### src/rtl/snn_mem_pkg.sv
// Shared types and helpers for the synaptic weight memory scheduler.
// No logic of its own; pure declarations.
// Not applicable (no datapath).
package snn_mem_pkg;

    // Requester index field is sized for the largest supported requester count (16).
    localparam int TAG_IDX_W = 4;

    // Response status codes carried in the tag's err field.
    localparam logic RSP_OK  = 1'b0;
    localparam logic RSP_ERR = 1'b1;

    // Per-operation tag travelling alongside the memory command through both stages.
    typedef struct packed {
        logic                 is_host;
        logic [TAG_IDX_W-1:0] req_idx;
        logic                 err;
    } tag_t;

    // Minimum address width able to index a memory of the given depth.
    function automatic int addr_w_for(input int depth);
        return (depth > 1) ? $clog2(depth) : 1;
    endfunction

endpackage

### src/rtl/synapse_mem_scheduler_rr_arbiter.sv
// Round-robin one-hot picker over a request vector, starting the search at a registered pointer.
// Pick is combinational (0 cycles); pointer moves to winner+1 on the clock edge of an accept.
// No backpressure of its own: an un-accepted pick leaves the pointer unchanged.
module rr_arbiter #(
    parameter int N = 4,
    localparam int IW = (N > 1) ? $clog2(N) : 1
) (
    input  logic          clk,
    input  logic          rst,
    input  logic [N-1:0]  req,
    input  logic          accept,
    output logic [N-1:0]  gnt,
    output logic [IW-1:0] gnt_idx
);

    logic [IW-1:0] ptr_q;
    logic [IW-1:0] ptr_d;

    // Scan N positions from the pointer, wrapping, and take the first active request.
    always_comb begin
        logic          found;
        logic [IW-1:0] cand;
        int            pos;
        gnt     = '0;
        gnt_idx = '0;
        found   = 1'b0;
        cand    = '0;
        pos     = 0;
        for (int off = 0; off < N; off++) begin
            pos = int'(ptr_q) + off;
            if (pos >= N) begin
                pos = pos - N;
            end
            cand = IW'(pos);
            if (!found && req[cand]) begin
                found      = 1'b1;
                gnt[cand]  = 1'b1;
                gnt_idx    = cand;
            end
        end
    end

    // Next pointer is the slot after the winner, wrapping at N.
    always_comb begin
        ptr_d = (gnt_idx == IW'(N - 1)) ? '0 : gnt_idx + 1'b1;
    end

    // Pointer advances only when the pick was actually taken.
    always_ff @(posedge clk or posedge rst) begin
        if (rst) begin
            ptr_q <= '0;
        end else if (accept) begin
            ptr_q <= ptr_d;
        end
    end

endmodule

### src/rtl/synapse_mem_scheduler.sv
// Shares one single-port weight memory between NUM_REQ spike fetchers and a host port.
// Grant in N, memory command registered in N+1, response pulse in N+2; one grant per cycle.
// Ready is combinational from valids and state; responses have no backpressure.
module synapse_mem_scheduler
    import snn_mem_pkg::*;
#(
    parameter int NUM_REQ        = 4,
    parameter int NUM_SYNAPSES   = 72929,
    parameter int ADDR_W         = addr_w_for(NUM_SYNAPSES),
    parameter int WEIGHT_W       = 16,
    parameter int HOST_BURST_MAX = 8
) (
    input  logic                      clk,
    input  logic                      rst,
    input  logic                      sched_en,
    input  logic [NUM_REQ-1:0]        req_valid,
    input  logic [NUM_REQ*ADDR_W-1:0] req_addr,
    output logic [NUM_REQ-1:0]        req_ready,
    output logic [NUM_REQ-1:0]        rsp_valid,
    output logic [WEIGHT_W-1:0]       rsp_weight,
    output logic                      rsp_err,
    input  logic                      host_valid,
    input  logic                      host_we,
    input  logic [ADDR_W-1:0]         host_addr,
    input  logic [WEIGHT_W-1:0]       host_wdata,
    output logic                      host_ready,
    output logic                      host_rvalid,
    output logic [WEIGHT_W-1:0]       host_rdata,
    output logic                      host_err,
    output logic                      mem_en,
    output logic                      mem_we,
    output logic [ADDR_W-1:0]         mem_addr,
    output logic [WEIGHT_W-1:0]       mem_wdata,
    input  logic [WEIGHT_W-1:0]       mem_rdata,
    output logic                      busy
);

    localparam int IDX_W    = (NUM_REQ > 1) ? $clog2(NUM_REQ) : 1;
    localparam int STREAK_W = $clog2(HOST_BURST_MAX + 1);
    localparam logic [ADDR_W:0]     ADDR_LIMIT = (ADDR_W + 1)'(NUM_SYNAPSES);
    localparam logic [STREAK_W-1:0] STREAK_MAX = STREAK_W'(HOST_BURST_MAX);

    logic [NUM_REQ-1:0]  arb_gnt;
    logic [IDX_W-1:0]    arb_idx;
    logic                any_req;
    logic                host_win;
    logic                req_win;
    logic                grant;
    logic [ADDR_W-1:0]   g_addr;
    logic                oor;
    tag_t                tag_d;

    logic [STREAK_W-1:0] streak_q, streak_d;
    logic                s1_vld_q, s2_vld_q;
    tag_t                s1_tag_q, s2_tag_q;
    logic                s1_we_q, s2_we_q;
    logic                mem_en_q, mem_we_q;
    logic [ADDR_W-1:0]   mem_addr_q;
    logic [WEIGHT_W-1:0] mem_wdata_q;

    rr_arbiter #(.N(NUM_REQ)) u_arb (
        .clk     (clk),
        .rst     (rst),
        .req     (req_valid),
        .accept  (req_win),
        .gnt     (arb_gnt),
        .gnt_idx (arb_idx)
    );

    // Host-vs-requester selection: host wins until its streak saturates while spikes wait.
    always_comb begin
        any_req    = |req_valid;
        host_win   = sched_en && !rst && host_valid && ((streak_q < STREAK_MAX) || !any_req);
        req_win    = sched_en && !rst && !host_win && any_req;
        grant      = host_win || req_win;
        host_ready = host_win;
        req_ready  = req_win ? arb_gnt : '0;
    end

    // Granted address, range check and the tag that follows the operation.
    always_comb begin
        g_addr        = host_win ? host_addr : req_addr[arb_idx*ADDR_W +: ADDR_W];
        oor           = ({1'b0, g_addr} >= ADDR_LIMIT);
        tag_d.is_host = host_win;
        tag_d.req_idx = host_win ? '0 : TAG_IDX_W'(arb_idx);
        tag_d.err     = oor ? RSP_ERR : RSP_OK;
    end

    // Fairness streak: counts host grants only while spikes are waiting, saturating.
    always_comb begin
        streak_d = streak_q;
        if (!any_req || req_win) begin
            streak_d = '0;
        end else if (host_win && (streak_q != STREAK_MAX)) begin
            streak_d = streak_q + 1'b1;
        end
    end

    // Streak register.
    always_ff @(posedge clk or posedge rst) begin
        if (rst) begin
            streak_q <= '0;
        end else begin
            streak_q <= streak_d;
        end
    end

    // Stage 1: registered memory command; out-of-range grants keep mem_en low.
    always_ff @(posedge clk or posedge rst) begin
        if (rst) begin
            s1_vld_q    <= 1'b0;
            s1_tag_q    <= '0;
            s1_we_q     <= 1'b0;
            mem_en_q    <= 1'b0;
            mem_we_q    <= 1'b0;
            mem_addr_q  <= '0;
            mem_wdata_q <= '0;
        end else begin
            s1_vld_q <= grant;
            if (grant) begin
                s1_tag_q    <= tag_d;
                s1_we_q     <= host_win && host_we;
                mem_en_q    <= !oor;
                mem_we_q    <= host_win && host_we && !oor;
                mem_addr_q  <= g_addr;
                mem_wdata_q <= host_win ? host_wdata : '0;
            end else begin
                mem_en_q    <= 1'b0;
                mem_we_q    <= 1'b0;
                mem_addr_q  <= '0;
                mem_wdata_q <= '0;
            end
        end
    end

    // Stage 2: tag only; data comes straight from the memory read port.
    always_ff @(posedge clk or posedge rst) begin
        if (rst) begin
            s2_vld_q <= 1'b0;
            s2_tag_q <= '0;
            s2_we_q  <= 1'b0;
        end else begin
            s2_vld_q <= s1_vld_q;
            s2_tag_q <= s1_tag_q;
            s2_we_q  <= s1_we_q;
        end
    end

    // Response steering: one pulse to the owner, data zeroed on errors and host writes.
    always_comb begin
        rsp_valid   = '0;
        rsp_weight  = '0;
        rsp_err     = 1'b0;
        host_rvalid = 1'b0;
        host_rdata  = '0;
        host_err    = 1'b0;
        if (s2_vld_q) begin
            if (s2_tag_q.is_host) begin
                host_rvalid = 1'b1;
                host_err    = (s2_tag_q.err == RSP_ERR);
                if (!host_err && !s2_we_q) begin
                    host_rdata = mem_rdata;
                end
            end else begin
                for (int i = 0; i < NUM_REQ; i++) begin
                    rsp_valid[i] = (s2_tag_q.req_idx == TAG_IDX_W'(i));
                end
                rsp_err = (s2_tag_q.err == RSP_ERR);
                if (!rsp_err) begin
                    rsp_weight = mem_rdata;
                end
            end
        end
    end

    // Memory command and occupancy outputs.
    always_comb begin
        mem_en    = mem_en_q;
        mem_we    = mem_we_q;
        mem_addr  = mem_addr_q;
        mem_wdata = mem_wdata_q;
        busy      = s1_vld_q || s2_vld_q;
    end

endmodule
### config.mk
export PLATFORM = sky130hd
export DESIGN_NAME = synapse_mem_scheduler
export DESIGN_NICKNAME = d
export VERILOG_FILES = /design/src/rtl/snn_mem_pkg.sv /design/src/rtl/synapse_mem_scheduler_rr_arbiter.sv /design/src/rtl/synapse_mem_scheduler.sv
export SDC_FILE = /design/constraint.sdc
export NUM_CORES = 1
export LEC_CHECK = 0
export CAP_MARGIN = 20
export CORE_MARGIN = 5
export CORE_UTILIZATION = 60
export DETAILED_ROUTE_END_ITERATION = 6
export DONT_BUFFER_PORTS = 1
export PLACE_DENSITY = 0.83
export SLEW_MARGIN = 20
export SYNTH_ARGS = -nofsm -noshare
export SYNTH_HDL_FRONTEND = slang
export SYNTH_SLANG_ARGS = --single-unit
export TNS_END_PERCENT = 100
### constraint.sdc
create_clock -name clk -period 12.4 [get_ports clk]
set_input_delay 2.48 -clock clk [delete_from_list [all_inputs] [get_ports clk]]
set_output_delay 2.48 -clock clk [all_outputs]
set_load 0.02 [all_outputs]
# Word-level counts from Yosys, hierarchy flattened
# Cells that the tools add are included.
[word_totals]
regBits = 57
in_bits = 126
out_inout_bits = 80
word_cells = 138
[classes]
addsub = 9
multipliers = 1
order_cmp = 14
eq_ne = 5
shifts = 1
n_mux = 57
bitwise_logic = 3
reduce_logical = 32
[op_table]
columns = ["cell", "n"]
rows = [
  ["16-bit 2-to-1 mux", 8],
  ["68-bit by 8-bit indexed part select with 17-bit output", 1],
  ["4-bit 2-to-1 mux", 9],
  ["17-bit 2-to-1 mux", 2],
  ["1-bit 2-to-1 mux", 20],
  ["2-bit 2-to-1 mux", 10],
  ["17-bit >= comparator, second input constant", 1],
  ["1-bit logical AND", 16],
  ["2-bit by 3-bit less-than comparator with 1-bit output, second input constant", 4],
  ["4-bit bitwise OR", 3],
  ["3-bit >= comparator, second input constant", 3],
  ["1-bit logical NOT", 9],
  ["1-bit binary-select mux with 2-bit select", 4],
  ["1-bit demux with 2-bit select", 4],
  ["4-bit by 2-bit equality test with 1-bit output, second input constant", 2],
  ["2-bit by 1-bit >= comparator with 1-bit output, second input constant", 4],
  ["2-bit by 1-bit subtractor with 2-bit output, second input constant", 4],
  ["2-bit by 5-bit multiplier with 7-bit output, second input constant", 1],
  ["2-bit by 2-bit adder with 3-bit output, second input constant", 2],
  ["4-bit by 1-bit adder with 4-bit output, second input constant", 1],
  ["4-bit by 1-bit equality test with 1-bit output, second input constant", 1],
  ["4-bit logical NOT", 1],
  ["1-bit logical OR", 4],
  ["4-bit less-than comparator, second input constant", 1],
  ["other kinds (7)", 7],
]

# Longest topological paths before layout
[depth]
depth_word = 21
depth_mapped = 16
ltp_nobuf = 11

# Hierarchy
# From an unflattened synthesis, not the netlist that was laid out.
[unflattened]
hier_cells = 302
hier_area_um2 = 3310.7
[by_module_without_submodules]
columns = ["module", "n_inst", "cells_each", "area_per_inst_um2", "seq_area_each_um2"]
rows = [
  ["synapse_mem_scheduler", 1, 241, 2757.6, 1276.2],
  ["rr_arbiter", 1, 61, 553.0, 50.0],
]

# Least setup slack after synthesis
# No wires, ideal clock.
[synth_path]
path_kind = "input -> output"
startpoint = "in rst"
endpoint = "out req_ready[0]"
arrival_time_ns = 4.683
t_required_ns = 9.920
setup_slack_ns = 5.237
stages = 5
n_path_buf = 1
cell_sequence = "inv_1 > o211ai_1 > nand2b_1 > clkbuf_1 > a21oi_1"
[synth_between]
elab_chain_len = 8
[synth_rtl]
columns = ["item", "line_no", "rtl"]
rows = [
  ["start: declaration", "synapse_mem_scheduler.sv:14", "input logic rst,"],
  ["1-bit logical NOT (no source line) *", "n/a", ""],
  ["1-bit logical AND *", "synapse_mem_scheduler.sv:73, synapse_mem_scheduler.sv:74", ""],
  ["1-bit logical AND (2 in series)", "synapse_mem_scheduler.sv:73", "host_win = sched_en && !rst && host_valid && ((streak_q < STREAK_MAX) || !any_req);"],
  ["1-bit logical NOT", "synapse_mem_scheduler.sv:74", "req_win = sched_en && !rst && !host_win && any_req;"],
  ["1-bit logical AND * (2 in series)", "synapse_mem_scheduler.sv:74", ""],
  ["4-bit 2-to-1 mux *", "synapse_mem_scheduler.sv:77", "req_ready = req_win ? arb_gnt : '0;"],
  ["end: declaration", "synapse_mem_scheduler.sv:18", "output logic [NUM_REQ-1:0] req_ready,"],
]
# Every way passes the cells marked *; elsewhere a longest branch is shown, timed or not.

# Final worst setup path
[layout_path]
startpoint = "in req_valid[0]"
endpoint = "out host_ready"
[layout_between]
elab_chain_len = 4
[layout_rtl]
columns = ["item", "line_no", "rtl"]
rows = [
  ["start: declaration", "synapse_mem_scheduler.sv:16", "input logic [NUM_REQ-1:0] req_valid,"],
  ["4-bit OR reduction", "synapse_mem_scheduler.sv:72", "any_req = |req_valid;"],
  ["1-bit logical NOT", "synapse_mem_scheduler.sv:73", ""],
  ["1-bit logical OR", "synapse_mem_scheduler.sv:73", ""],
  ["1-bit logical AND", "synapse_mem_scheduler.sv:73", ""],
  ["end: declaration", "synapse_mem_scheduler.sv:26", "output logic host_ready,"],
]
# Every way passes these cells.

==> implementation parameters <==
Parameter                              Value

Status
  Outcome ... finished, final reports clean

Critical path
  Arrival time of the worst setup path ... around 4700 ps
  Category of the worst setup path launch point ... input pin
  Data required time at the worst endpoint ... 9920 ps
  CP endpoint kind ... output pin
  Classification of the worst setup path ... input pin to output pin
  Largest fanout on the critical path ... 18

Placed design
  Count of placed standard cells including taps ... roughly 460
  Setup slack after placement ... around 5000 ps
  Final weighted congestion of routability-driven global placement ... just under 1
  Port-buffer cells ... 0
  Post-detailed-placement half-perimeter wirelength ... 8.432 mm

GRT
  Initial antenna violation count ... 0
  Global-route wire length before repair ... approximately 16 mm
  Via count of the first global-routing pass ... about 3000
  Largest net degree at the start of global routing ... 55
  Remaining global-route overflow ... 0
  GRT Total Usage ... 0.2642

Worst hold path
  Type of the worst min-delay path ... flop to flop

Clocking
  Clock-pin slew of the registers on the worst-case setup and hold paths ... roughly 90 ps
  Buffer count from post-CTS setup fixing ... 0
  Insertion delay of the later-clocked pin in the worst-skew pair ... ~310 ps
  CTS Buf Count ... 5
  Hold bufs inserted after CTS ... 0
  Clk Tree Root Cell ... sky130_fd_sc_hd__clkbuf_8
  Max H-tree Level ... 2
  Post-cts sizing count ... 0
  Sink Count ... 53
  Buffer levels on the longest clock path ... 2
  Clock tree from TritonCTS ... done

Power
  Power consumption ... ~0.83 mW
  Leak ... 1.722 nW
  Power per Cell Area ... ~220 nW/um^2
  Largest vdd supply drop ... between 0.0001 and 0.00015 V

Cells and area
  Commonest non-fill, non-tap cell in the layout ... sky130_fd_sc_hd__nor2_1
  Synth-to-Final Area Change ... 2.369%
  Antenna Diode Count ... 0
  Share of final-layout standard cells stronger than drive strength 1 ... 0.08861
  Utilization after layout ... 0.6302
  Net total in the final layout ... 530
  Fill cells ... 494
  Leading cell types in the layout, fill and taps excluded ... 56 x sky130_fd_sc_hd__nor2_1, 53 x sky130_fd_sc_hd__dfrtp_1, 52 x sky130_fd_sc_hd__nand2_1
  Number of cells in the finished layout apart from fillers ... 470

STA
  Unrepaired setup endpoints after global routing ... no
  Count of final setup violators ... 0
  Skew final ... ~4.6 ps
  Count of final max-slew check failures ... 0
  Highest clock rate ... ~0.14 GHz
  Final Hold Violating Endpoints ... 0
  Relative slew slack ... 0.4067
  Total Neg Setup Slack ... 0 ps
  Post-layout min period ... slightly above 7000 ps
  Final period util ... 0.5748
  Slew at the pin with the worst max-slew slack ... ~890 ps
  Worst setup margin ... between 5000 and 6000 ps

Routing
  Count of unresolved DRC violations after routing ... 0
  Iteration-0 DRC Markers ... roughly 190
  Detail-routed via count per cell ... about 6.8
  Number of detailed-route iterations in the first pass ... 5
  Wirelength, routed ... roughly 11 mm
  Antenna Nets Post-Route ... 0
  Overall via count from detail_route ... approximately 3200
  Mean routed wirelength per cell ... around 23 um

Floorplanning
  Starting density of the core ... 0.6156
  Rows ... 28
  Area inside the core boundary ... ~5900 um^2
  I/O pin total ... 206
  DIE WIDTH ... ~88 um
  DIE AREA ... between 7000 and 8000 um^2
  Die Y ... roughly 90 um

Synth
  Flip-flop cell with the highest count after synthesis ... sky130_fd_sc_hd__dfrtp_1
  Number of distinct library cell variants in the gate-level netlist after synthesis ... 64
  Number of enable flip-flop cells after synthesis ... 0
  Post-Syn Area per Cell ... about 8.8 um^2
  Cell count after synthesis ... 413
  Number of storage elements in the synthesis netlist ... 53
  Netlist area before placement ... 3645 um^2
  Mapped Nets ... around 550
  Count of yosys warnings during synthesis ... 0
  Share of flip-flops with an asynchronous set or reset ... 1.000
  Share of the yosys chip area belonging to registers ... 0.3639

Run
  Max-cap check violation count ... 0
## stage by stage
step,cell area (um^2),hold slack (ps)
CTS,3719,391.1
finish,3731,389.8
floorplan,3645,346.1
detailed placement,3628,369.6
global route,3731,397.0
global placement,3628,367.8
## cell type report
| type | instances | area (um^2) | area share |
|---|---|---|---|
| inverters | 14 | 53.80 | 0.01442 |
| clock buffers | 5 | 68.82 | 0.01844 |
| flip-flops and latches | 53 | 1326 | 0.3555 |
| clock inverters | 3 | 21.27 | 0.005701 |
| multi-input cells | 317 | 2145 | 0.5748 |
| well taps | 75 | 93.84 | 0.02515 |
| repair buffers | 3 | 22.52 | 0.006036 |
## layer usage
layer | wire length (um) | global-route usage
met1 | 3846 | 0.3235
met2 | 5388 | 0.4479
met3 | 1289 | 0.08090
met4 | 134 | 0.08089
met5 | 0 | 0
## path summary, 6_finish.rpt
| path | startpoint | to | slack [ps] | depth (start not counted) |
|---|---|---|---|---|
| max | req_valid[0] | host_ready | 5270 | 4 |
| min | s1_tag_q[0]$_DFFE_PP0P_ | s2_tag_q[0]$_DFF_PP0_ | 390 | 0 |
| max reg2reg | u_arb.ptr_q[0]$_DFFE_PP0P_ | s1_tag_q[0]$_DFFE_PP0P_ | 7350 | 11 |
| min reg2reg | s1_tag_q[0]$_DFFE_PP0P_ | s2_tag_q[0]$_DFF_PP0_ | 390 | 0 |
| max in group asynchronous | rst | mem_addr[14]$_DFF_PP0_ | 9660 | 1 |
| min in group asynchronous | rst | mem_wdata[2]$_DFF_PP0_ | 2200 | 1 |
## sequential cells by signal, summed over array words and instances, names as in the netlist
signal       cells
mem_addr        17
mem_en           1
mem_wdata       16
mem_we           1
s1_tag_q         4
s1_vld_q         1
s1_we_q          1
s2_tag_q         4
s2_vld_q         1
s2_we_q          1
streak_q         4
u_arb.ptr_q      2
## report_power, final
| group | leakage (nW) | total, mW | switching, mW | internal [mW] |
|---|---|---|---|---|
| Sequential | 0.709 | 0.240 | 0.0387 | 0.201 |
| Clock | 0.0445 | 0.0983 | 0.0582 | 0.0402 |
| Combinational | 0.968 | 0.495 | 0.301 | 0.195 |
| Total | 1.72 | 0.833 | 0.398 | 0.436 |
## cells by family after synthesis
group | share of synthesized area
compound gates | 0.1936
simple gates | 0.2328
fa+ha+maj | 0.03433
xor+xnor | 0.007210
flops | 0.3639
mux | 0.1174
buf+inv | 0.05081
## worst max-delay path, stage by stage
cell and delay, ps:
sky130_fd_sc_hd__o41ai_4 750, sky130_fd_sc_hd__nand2_1 610, sky130_fd_sc_hd__inv_1 480, sky130_fd_sc_hd__buf_4 310
## cell usage after synthesis, types with 2 or more instances
library cell / number / area share
sky130_fd_sc_hd__o21a_1: 3 / 0.0062
sky130_fd_sc_hd__and3b_1: 2 / 0.0048
sky130_fd_sc_hd__and3_1: 19 / 0.033
sky130_fd_sc_hd__nor3_1: 6 / 0.0082
sky130_fd_sc_hd__a211oi_1: 5 / 0.010
sky130_fd_sc_hd__o21ai_0: 23 / 0.032
sky130_fd_sc_hd__mux4_2: 9 / 0.056
sky130_fd_sc_hd__a21boi_0: 2 / 0.0041
sky130_fd_sc_hd__a211o_1: 3 / 0.0072
sky130_fd_sc_hd__nand2_1: 52 / 0.054
sky130_fd_sc_hd__or2_2: 3 / 0.0051
sky130_fd_sc_hd__xnor2_1: 2 / 0.0048
sky130_fd_sc_hd__and2_1: 9 / 0.015
sky130_fd_sc_hd__a221o_1: 5 / 0.014
sky130_fd_sc_hd__o22ai_1: 5 / 0.0086
sky130_fd_sc_hd__buf_2: 4 / 0.0055
sky130_fd_sc_hd__nand3_1: 6 / 0.0082
sky130_fd_sc_hd__o211ai_1: 10 / 0.021
sky130_fd_sc_hd__nor2_1: 56 / 0.058
sky130_fd_sc_hd__ha_1: 10 / 0.034
sky130_fd_sc_hd__dfrtp_1: 53 / 0.36
sky130_fd_sc_hd__nor3b_1: 3 / 0.0062
sky130_fd_sc_hd__a21oi_1: 14 / 0.019
sky130_fd_sc_hd__o211a_1: 2 / 0.0055
sky130_fd_sc_hd__nand2b_1: 7 / 0.012
sky130_fd_sc_hd__buf_6: 2 / 0.0062
sky130_fd_sc_hd__a22o_1: 4 / 0.0096
sky130_fd_sc_hd__o21bai_1: 2 / 0.0041
sky130_fd_sc_hd__mux2_2: 4 / 0.012
sky130_fd_sc_hd__mux2i_1: 18 / 0.049
sky130_fd_sc_hd__nand4_1: 2 / 0.0034
sky130_fd_sc_hd__o221ai_1: 3 / 0.0072
sky130_fd_sc_hd__clkbuf_1: 22 / 0.023
sky130_fd_sc_hd__inv_1: 13 / 0.013
(Power assumes the default switching activity.)
